<file path="src/rtl/lfsr_decrypt_if.sv">
// Ciphertext-in / plaintext-out handshake bundle for lfsr_decrypt.
// The master (source/consumer side) drives the control and data inputs; the slave is the decryptor.
interface lfsr_decrypt_if;
  logic [31:0] seed;
  logic [7:0]  msg_len;
  logic        seed_ld;
  logic [7:0]  in_byte;
  logic        in_valid;
  logic        in_ready;
  logic [7:0]  out_byte;
  logic        out_valid;
  logic        out_ready;
  logic        busy;
  logic        done;
  logic        err;

  modport master (
    output seed, msg_len, seed_ld, in_byte, in_valid, out_ready,
    input  in_ready, out_byte, out_valid, busy, done, err
  );

  modport slave (
    input  seed, msg_len, seed_ld, in_byte, in_valid, out_ready,
    output in_ready, out_byte, out_valid, busy, done, err
  );
endinterface

</file>
<file path="src/rtl/lfsr_decrypt.sv">
// LFSR keystream decryptor: checks and strips a plaintext preamble, then emits message bytes
// through a one-entry valid/ready output register.
module lfsr_decrypt #(
  parameter int unsigned PREAMBLE_LEN  = 7,
  parameter logic [7:0]  PREAMBLE_CHAR = 8'h5F,
  parameter logic [31:0] TAP_MASK      = 32'h4000_1064
) (
  input logic           clk,
  input logic           rst_n,
  lfsr_decrypt_if.slave bus
);
  typedef enum logic [2:0] {IDLE, PRE, DATA, DONE, ERR} state_t;

  localparam logic [7:0] PRE_LAST = 8'(PREAMBLE_LEN - 1);

  state_t      state_q, state_d;
  logic [31:0] lfsr_q;
  logic [7:0]  cnt_q, len_q, out_byte_q;
  logic        out_valid_q;
  logic        in_ready_c, busy_c, done_c, err_c;
  logic [7:0]  key, plain;
  logic        accept, drain, match, last_pre, last_data;

  assign key       = lfsr_q[7:0] ^ lfsr_q[15:8] ^ lfsr_q[23:16] ^ {1'b1, lfsr_q[30:24]};
  assign plain     = bus.in_byte ^ key;
  assign match     = (plain == PREAMBLE_CHAR);
  assign last_pre  = (cnt_q == PRE_LAST);
  // DATA is only entered with len_q != 0, so this never underflows while it matters.
  assign last_data = (cnt_q == len_q - 8'd1);
  assign accept    = bus.in_valid & in_ready_c;
  assign drain     = out_valid_q & bus.out_ready;

  always_ff @(posedge clk or negedge rst_n) begin
    // NOTE: sequential state uses non-blocking assignments so every register samples pre-edge values.
    if (!rst_n) state_q <= IDLE;
    else        state_q <= state_d;
  end

  always_comb begin
    // NOTE: default every combinational output first so no path leaves it unassigned (no latch).
    state_d = state_q;
    if (bus.seed_ld) begin
      state_d = (bus.seed == 32'd0) ? ERR : PRE;
    end else if (accept) begin
      case (state_q)
        PRE: begin
          if (!match)        state_d = ERR;
          else if (last_pre) state_d = (len_q == 8'd0) ? DONE : DATA;
        end
        DATA: if (last_data) state_d = DONE;
        default: ;
      endcase
    end
  end

  always_comb begin
    in_ready_c = 1'b0;
    busy_c     = 1'b0;
    done_c     = 1'b0;
    err_c      = 1'b0;
    case (state_q)
      PRE: begin
        in_ready_c = !bus.seed_ld;
        busy_c     = 1'b1;
      end
      DATA: begin
        in_ready_c = !bus.seed_ld & (!out_valid_q | bus.out_ready);
        busy_c     = 1'b1;
      end
      DONE:    done_c = !out_valid_q;
      ERR:     err_c  = 1'b1;
      default: ;
    endcase
  end

  always_ff @(posedge clk or negedge rst_n) begin
    if (!rst_n) begin
      lfsr_q      <= '0;
      cnt_q       <= '0;
      len_q       <= '0;
      out_byte_q  <= '0;
      out_valid_q <= 1'b0;
    end else if (bus.seed_ld) begin
      // A new message drops any pending output byte.
      lfsr_q      <= bus.seed;
      cnt_q       <= '0;
      len_q       <= bus.msg_len;
      out_valid_q <= 1'b0;
    end else begin
      if (drain) out_valid_q <= 1'b0;
      if (accept) begin
        // The key of this byte was taken from the pre-step state above.
        lfsr_q <= {lfsr_q[30:0], ^(lfsr_q & TAP_MASK)};
        cnt_q  <= ((state_q == PRE) ? last_pre : last_data) ? 8'd0 : cnt_q + 8'd1;
        if (state_q == DATA) begin
          out_byte_q  <= plain;
          out_valid_q <= 1'b1;
        end
      end
    end
  end

  assign bus.in_ready  = in_ready_c;
  assign bus.out_byte  = out_byte_q;
  assign bus.out_valid = out_valid_q;
  assign bus.busy      = busy_c;
  assign bus.done      = done_c;
  assign bus.err       = err_c;
endmodule

</file>
<file path="src/flat_wrapper.sv">
// flat-port wrapper written by rule: the top's interface ports become plain ports
module lfsr_decrypt_flat 
#(
  parameter int unsigned PREAMBLE_LEN  = 7,
  parameter logic [7:0]  PREAMBLE_CHAR = 8'h5F,
  parameter logic [31:0] TAP_MASK      = 32'h4000_1064
)
  (clk, rst_n, bus_seed, bus_msg_len, bus_seed_ld, bus_in_byte, bus_in_valid, bus_out_ready, bus_in_ready, bus_out_byte, bus_out_valid, bus_busy, bus_done, bus_err);
  lfsr_decrypt_if bus_i ();
  input logic clk;
  input logic rst_n;
  input wire logic [$bits(bus_i.seed)-1:0] bus_seed;
  input wire logic [$bits(bus_i.msg_len)-1:0] bus_msg_len;
  input wire logic [$bits(bus_i.seed_ld)-1:0] bus_seed_ld;
  input wire logic [$bits(bus_i.in_byte)-1:0] bus_in_byte;
  input wire logic [$bits(bus_i.in_valid)-1:0] bus_in_valid;
  input wire logic [$bits(bus_i.out_ready)-1:0] bus_out_ready;
  output wire logic [$bits(bus_i.in_ready)-1:0] bus_in_ready;
  output wire logic [$bits(bus_i.out_byte)-1:0] bus_out_byte;
  output wire logic [$bits(bus_i.out_valid)-1:0] bus_out_valid;
  output wire logic [$bits(bus_i.busy)-1:0] bus_busy;
  output wire logic [$bits(bus_i.done)-1:0] bus_done;
  output wire logic [$bits(bus_i.err)-1:0] bus_err;
  assign bus_i.seed = bus_seed;
  assign bus_i.msg_len = bus_msg_len;
  assign bus_i.seed_ld = bus_seed_ld;
  assign bus_i.in_byte = bus_in_byte;
  assign bus_i.in_valid = bus_in_valid;
  assign bus_i.out_ready = bus_out_ready;
  assign bus_in_ready = bus_i.in_ready;
  assign bus_out_byte = bus_i.out_byte;
  assign bus_out_valid = bus_i.out_valid;
  assign bus_busy = bus_i.busy;
  assign bus_done = bus_i.done;
  assign bus_err = bus_i.err;
  lfsr_decrypt #(.PREAMBLE_LEN(PREAMBLE_LEN), .PREAMBLE_CHAR(PREAMBLE_CHAR), .TAP_MASK(TAP_MASK)) u_core (.clk(clk), .rst_n(rst_n), .bus(bus_i));
endmodule
</file>
<file path="config.mk">
export PLATFORM = sky130hd
export DESIGN_NAME = lfsr_decrypt_flat
export DESIGN_NICKNAME = d
export VERILOG_FILES = /design/src/rtl/lfsr_decrypt_if.sv /design/src/rtl/lfsr_decrypt.sv /design/src/flat_wrapper.sv
export SDC_FILE = /design/constraint.sdc
export NUM_CORES = 1
export LEC_CHECK = 0
export ABC_CLOCK_PERIOD_IN_PS = 3800
export CAP_MARGIN = 5
export CORE_MARGIN = 5
export CORE_UTILIZATION = 25
export DETAILED_ROUTE_END_ITERATION = 6
export GPL_TIMING_DRIVEN = 0
export PLACE_DENSITY = 0.46
export SYNTH_ARGS = -nofsm -noshare
export SYNTH_HDL_FRONTEND = slang
export SYNTH_SLANG_ARGS = --single-unit
</file>
<file path="constraint.sdc">
create_clock -name clk -period 3.8 [get_ports clk]
set_input_delay 0.38 -clock clk [delete_from_list [all_inputs] [get_ports clk]]
set_output_delay 0.38 -clock clk [all_outputs]
set_load 0.1 [all_outputs]
</file>
# [After elaboration in Yosys (flattened, before gate mapping)]
# Index checks and enable logic that the tools add are counted.
[classes] n_bitwise=9 n_reduce_logical=10 n_mux=22 add_sub_neg=2 eq_ne=9
[ops] cell="31-bit two-way mux" n=2
[ops] cell="32-bit logical NOT" n=1
[ops] cell="32-bit parity" n=1
[ops] cell="8-bit XOR" n=4
[ops] cell="8-bit two-way mux" n=3
[ops] cell="3-bit two-way mux" n=6
[ops] cell="1-bit two-way mux" n=9
[ops] cell="8-bit by 1-bit adder with 8-bit output, second input constant" n=1
[ops] cell="8-bit by 3-bit equality test with 1-bit output, second input constant" n=1
[ops] cell="8-bit by 7-bit equality test with 1-bit output, second input constant" n=1
[ops] cell="8-bit equality test" n=1
[ops] cell="8-bit logical NOT" n=1
[ops] cell="8-bit by 1-bit subtractor with 8-bit output, second input constant" n=1
[ops] cell="3-bit by 2-bit equality test with 1-bit output, second input constant" n=2
[ops] cell="3-bit one-hot mux with 2 select lines" n=1
[ops] cell="4-bit inequality test, second input constant" n=1
[ops] cell="4-bit AND reduction" n=1
[ops] cell="1-bit AND" n=3
[ops] cell="3-bit by 1-bit equality test with 1-bit output, second input constant" n=1
[ops] cell="3-bit equality test, second input constant" n=1
[ops] cell="3-bit by 2-bit inequality test with 1-bit output, second input constant" n=1
[ops] cell="3-bit AND reduction" n=1
[ops] cell="3-bit nonzero test" n=1
[ops] cell="1-bit logical NOT" n=2
[ops] cell="other kinds (5)" n=5
[word_totals] out_inout_bits=13 elab_cells=58 register_bits=59

# [Longest topological paths before layout]
[logic_depth] depth_word=9 mapped_depth=9 mapped_depth_nobuf=8

# [Worst setup path before layout]
# No wires, ideal clock.
[synth_path] path_type="flip-flop to output port" startpoint="register u_core.out_valid_q (netlist: u_core.bus.out_valid)" endpoint="output bus_done" setup_slack_ps=469 t_arrival_ps=2951 path_stages_with_launch=2 cell_sequence="dfrtp_1 > nor3_1"
[synth_via] elab_chain_len=2
[synth_lines] item="start, declared" line_no="lfsr_decrypt.sv:19" text="logic out_valid_q;"
[synth_lines] item="start signal, assigned" line_no="lfsr_decrypt.sv:82" text="out_valid_q <= 1'b0;"
[synth_lines] item="start signal, assigned" line_no="lfsr_decrypt.sv:88" text="out_valid_q <= 1'b0;"
[synth_lines] item="start signal, assigned" line_no="lfsr_decrypt.sv:90" text="if (drain) out_valid_q <= 1'b0;"
[synth_lines] item="1-bit logical NOT" line_no="lfsr_decrypt.sv:70" text="DONE: done_c = !out_valid_q;"
[synth_lines] item="1-bit two-way mux" line_no="lfsr_decrypt.sv:61" text="case (state_q)"
[synth_lines] item="end, declared" line_no="flat_wrapper.sv:22" text="output wire logic [$bits(bus_i.done)-1:0] bus_done;"
# Every way passes these cells.

# [Worst setup path in the final report]
[layout_path] startpoint="register u_core.len_q[0]" endpoint="register u_core.cnt_q[2]"
[layout_via] elab_chain_len=6
[layout_lines] item="start, declared" line_no="lfsr_decrypt.sv:18" text="logic [7:0] cnt_q, len_q, out_byte_q;"
[layout_lines] item="start signal, assigned" line_no="lfsr_decrypt.sv:87" text="len_q <= bus.msg_len;"
[layout_lines] item="8-bit by 1-bit subtractor with 8-bit output" line_no="lfsr_decrypt.sv:29" text="assign last_data = (cnt_q == len_q - 8'd1);"
[layout_lines] item="8-bit equality test" line_no="lfsr_decrypt.sv:29"
[layout_lines] item="1-bit two-way mux" line_no="lfsr_decrypt.sv:94" text="cnt_q <= ((state_q == PRE) ? last_pre : last_data) ? 8'd0 : cnt_q + 8'd1;"
[layout_lines] item="8-bit two-way mux" line_no="lfsr_decrypt.sv:94"
[layout_lines] item="8-bit two-way mux" line_no="lfsr_decrypt.sv:91" text="if (accept) begin"
[layout_lines] item="8-bit two-way mux" line_no="lfsr_decrypt.sv:83" text="end else if (bus.seed_ld) begin"
[layout_lines] item="end signal, assigned" line_no="lfsr_decrypt.sv:94"
[layout_lines] item="end, declared" line_no="lfsr_decrypt.sv:18"
# Every way passes these cells. The select of a mux whose other input is x is not followed.
# A chain may end at the register's enable or synchronous reset.

==> results_dict.tcl <==
set metrics [dict create \
    multiInputGateArea_sq_um 1870 \
    ant_nets 0 \
    combinationalPowerShare 0.298 \
    synth.avg_cell_area_sq_um 10.2 \
    outcome "completed" \
    grt_pass1_wl_um 15600 \
    vias_per_cell 4.60 \
    grt_antenna_before_repair 0 \
    cts_buffer_depth 2 \
    tns_ns 0 \
    start_util 0.252 \
    clk_latency_ns 0.32 \
    core-area_sq_um 13700 \
    grt_pass1_vias 2950 \
    crit_chain "inv_1 -> ha_1 -> or3b_4 -> or4_4 -> a2111oi_4 -> and4bb_1 -> buf_6 -> nor3_1 -> o31a_1" \
    regArea_sq_um 1480 \
    nNetsFinal 469 \
    crit_fanout 10 \
    path_clk_slew_ns 0.05 \
    gp_congestion 0.796 \
    drt_iter0_drc 99 \
    ys_seq_area_frac 0.428 \
    p_switching_mw 0.797 \
    p_sw_frac 0.338 \
    drive_gt1_frac 0.0983 \
    synth_top_cell_by_area "dfrtp_1" \
    num-fill-cells 1449 \
    drc 0 \
    dr.pass1.iters 4 \
    grt_max_degree 60 \
    die_area_sq_um 16300 \
    leakage_nw 2.05 \
    setup_viol 0 \
    synthCells 338 \
    critPathSlowestCell "or4_4" \
    synth_warnings 0 \
    tightest_slew_ns 0.978 \
    cap_violations 0 \
    final_common_cell "clkdlybuf4s50_1" \
    clkPwrFrac 0.371 \
    io_pins 66 \
    rr_worst_depth 9 \
    synthArstFlopShare 1.00 \
    fp.dieH_um 128 \
    final_cell_mix "clkdlybuf4s50_1, dfrtp_1, nand2_1, o21ai_0, mux2i_1" \
    max_stage_delay_ns 0.51 \
    netlist_area_sq_um 3450 \
    rsz0062_at_grt "false" \
    crit_path_start_kind "flop" \
    min_path_type "primary input to asynchronous set/reset pin" \
    hold_viol 0 \
    fin_area_sq_um 4630 \
    slew_violations 0 \
    synth_top_area_share 0.428 \
    placed_area_sq_um 4320 \
    reg2reg_to "u_core.cnt_q[2]" \
    ctsResizeCount 0 \
    critical_path_class "flop to flop" \
    p_seq_frac 0.331 \
    skew_ns 0.00762 \
    post-route-period-util 0.769 \
    num_rows 43 \
    ys_top_cells_by_area "dfrtp_1, mux2i_1, xnor2_1" \
    syn_nets 394 \
    synth_edf_count 0 \
    synth_cell_type_count 52 \
    area_delta_synth_final_pct 34.2 \
    cts_buffers 9 \
    slew_headroom 0.346 \
    grt_usage 0.123 \
    end_kind "flop" \
    ir_worst_vdd_mv 0.214 \
    ff2ff_setup_slack_ns 0.88 \
    ys.flop_type "dfrtp_1" \
    power_mw 2.36 \
    overflow 0 \
    via_count 2744 \
    h-tree-depth 3 \
    hold_buffers 0 \
    cp.required_ns 4.00 \
    io_buffers 64 \
    root_buffer "clkbuf_16" \
    dpl.hpwl_um 7260 \
    max_freq_mhz 342 \
    clock-sinks 59 \
    wl_per_cell_um 15.9 \
    crit_arrival_ns 3.13 \
    postCtsSetupBuffers 0 \
    fp.dieW_um 128 \
    cts_tree "yes" \
    min_period_ns 2.92 \
    routed_wl_um 9460 \
    p_int_mw 1.56 \
    synth.ff_latch_count 59 \
    powerDensity_nw_per_um2 509 \
    rr_startpoint "u_core.len_q[0]" \
    diodes 0 \
]
## flip-flops by register name, summed over array words and instances (netlist names)
name and flops:
u_core.state_q 3, u_core.len_q 8, u_core.cnt_q 8, u_core.bus.out_byte 8, u_core.bus.out_valid 1, u_core.lfsr_q 31
## per-stage QoR
| stage | hold WS [ns] | util | setup WS, ns | cells |
|---|---|---|---|---|
| finish | 0.137 | 0.338 | 0.879 | 597 |
| global route | 0.223 | 0.338 | 0.715 | 597 |
| CTS | 0.189 | 0.338 | 0.872 | 597 |
| detailed placement | 0.505 | 0.315 | 0.879 | 582 |
| global placement | 0.497 | 0.315 | 0.243 | 582 |
| floorplan | 0.0844 | - | 0.469 | 338 |
## power by group through the flow
stage | Clock, mW | Combinational, mW | Sequential, mW
2_1_floorplan | 0 | 0.317 | 0.955
3_3_place_gp | 0 | 0.709 | 0.791
3_5_place_dp | 0 | 0.712 | 0.792
4_1_cts | 0.894 | 0.715 | 0.782
5_1_grt | 0.925 | 0.757 | 0.792
6_report | 0.876 | 0.703 | 0.780
## worst max-delay path, delay by kind of cell, from the launching register on
family | cells | cell delay [ns]
DFF | 1 | 0.42
AOI/OAI and AO/OA | 2 | 0.66
and+or+nand+nor | 4 | 1.27
adders and majority gates | 1 | 0.22
buffers and inverters | 2 | 0.24
## cells by family (layout without fill, tap and decap cells)
group,count (synthesis),in the layout,share of synthesized area
AOI/OAI and AO/OA,61,61,0.116
xor gates and xnor gates,38,38,0.116
adders and majority gates,3,3,0.0109
buffers and inverters,27,106,0.0319
DFF,59,59,0.428
muxes,46,46,0.138
and+or+nand+nor,104,104,0.160
## layer usage
layer,global-route usage,share of wire
met3,0.0268,0.031
met5,0,0
met2,0.194,0.47
met1,0.168,0.49
met4,0.0379,0.014
## Yosys cell counts (2+ instances only)
library cell   n
nand2b_1       5
nor2_1         5
dfrtp_1       59
o21ai_1        3
nor4_1        11
xnor2_1       24
nor4b_1        3
mux2i_1       33
nand2_1       41
xnor3_1        5
a211o_1        4
nand3_1        5
o31ai_1        4
and3_1         2
nand3b_1       2
inv_1          9
nand4_1        3
xor2_1         9
a21oi_1        4
buf_1          5
nor3_1        11
mux2_2        13
ha_1           3
or3_1          2
or2_2          2
clkbuf_1      11
o21ai_0       33
or3b_2         3
## how the worst max path moves through the flow
| stage | startpoint | end | slack, ns | depth (start not counted) |
|---|---|---|---|---|
| 3_3_place_gp | rst_n | u_core.lfsr_q[26] | 0.24 | 1 |
| 3_5_place_dp | u_core.len_q[0] | u_core.cnt_q[2] | 0.88 | 9 |
| 6_report | u_core.len_q[0] | u_core.cnt_q[2] | 0.88 | 9 |
| 2_1_floorplan | u_core.bus.out_valid | bus_done | 0.47 | 1 |
| 4_1_cts | u_core.len_q[0] | u_core.cnt_q[2] | 0.87 | 9 |
| 5_1_grt | u_core.len_q[0] | u_core.cnt_q[2] | 0.71 | 9 |
## layout make-up
class | instances | area share
multi-input cells | 252 | 0.403
flip-flops and latches | 59 | 0.319
repair buffers | 64 | 0.138
clock buffers | 11 | 0.0524
well taps | 180 | 0.0486
plain buffers | 18 | 0.0165
clock inverters | 4 | 0.0162
inverters | 9 | 0.00729
(Power assumes the default switching activity.)
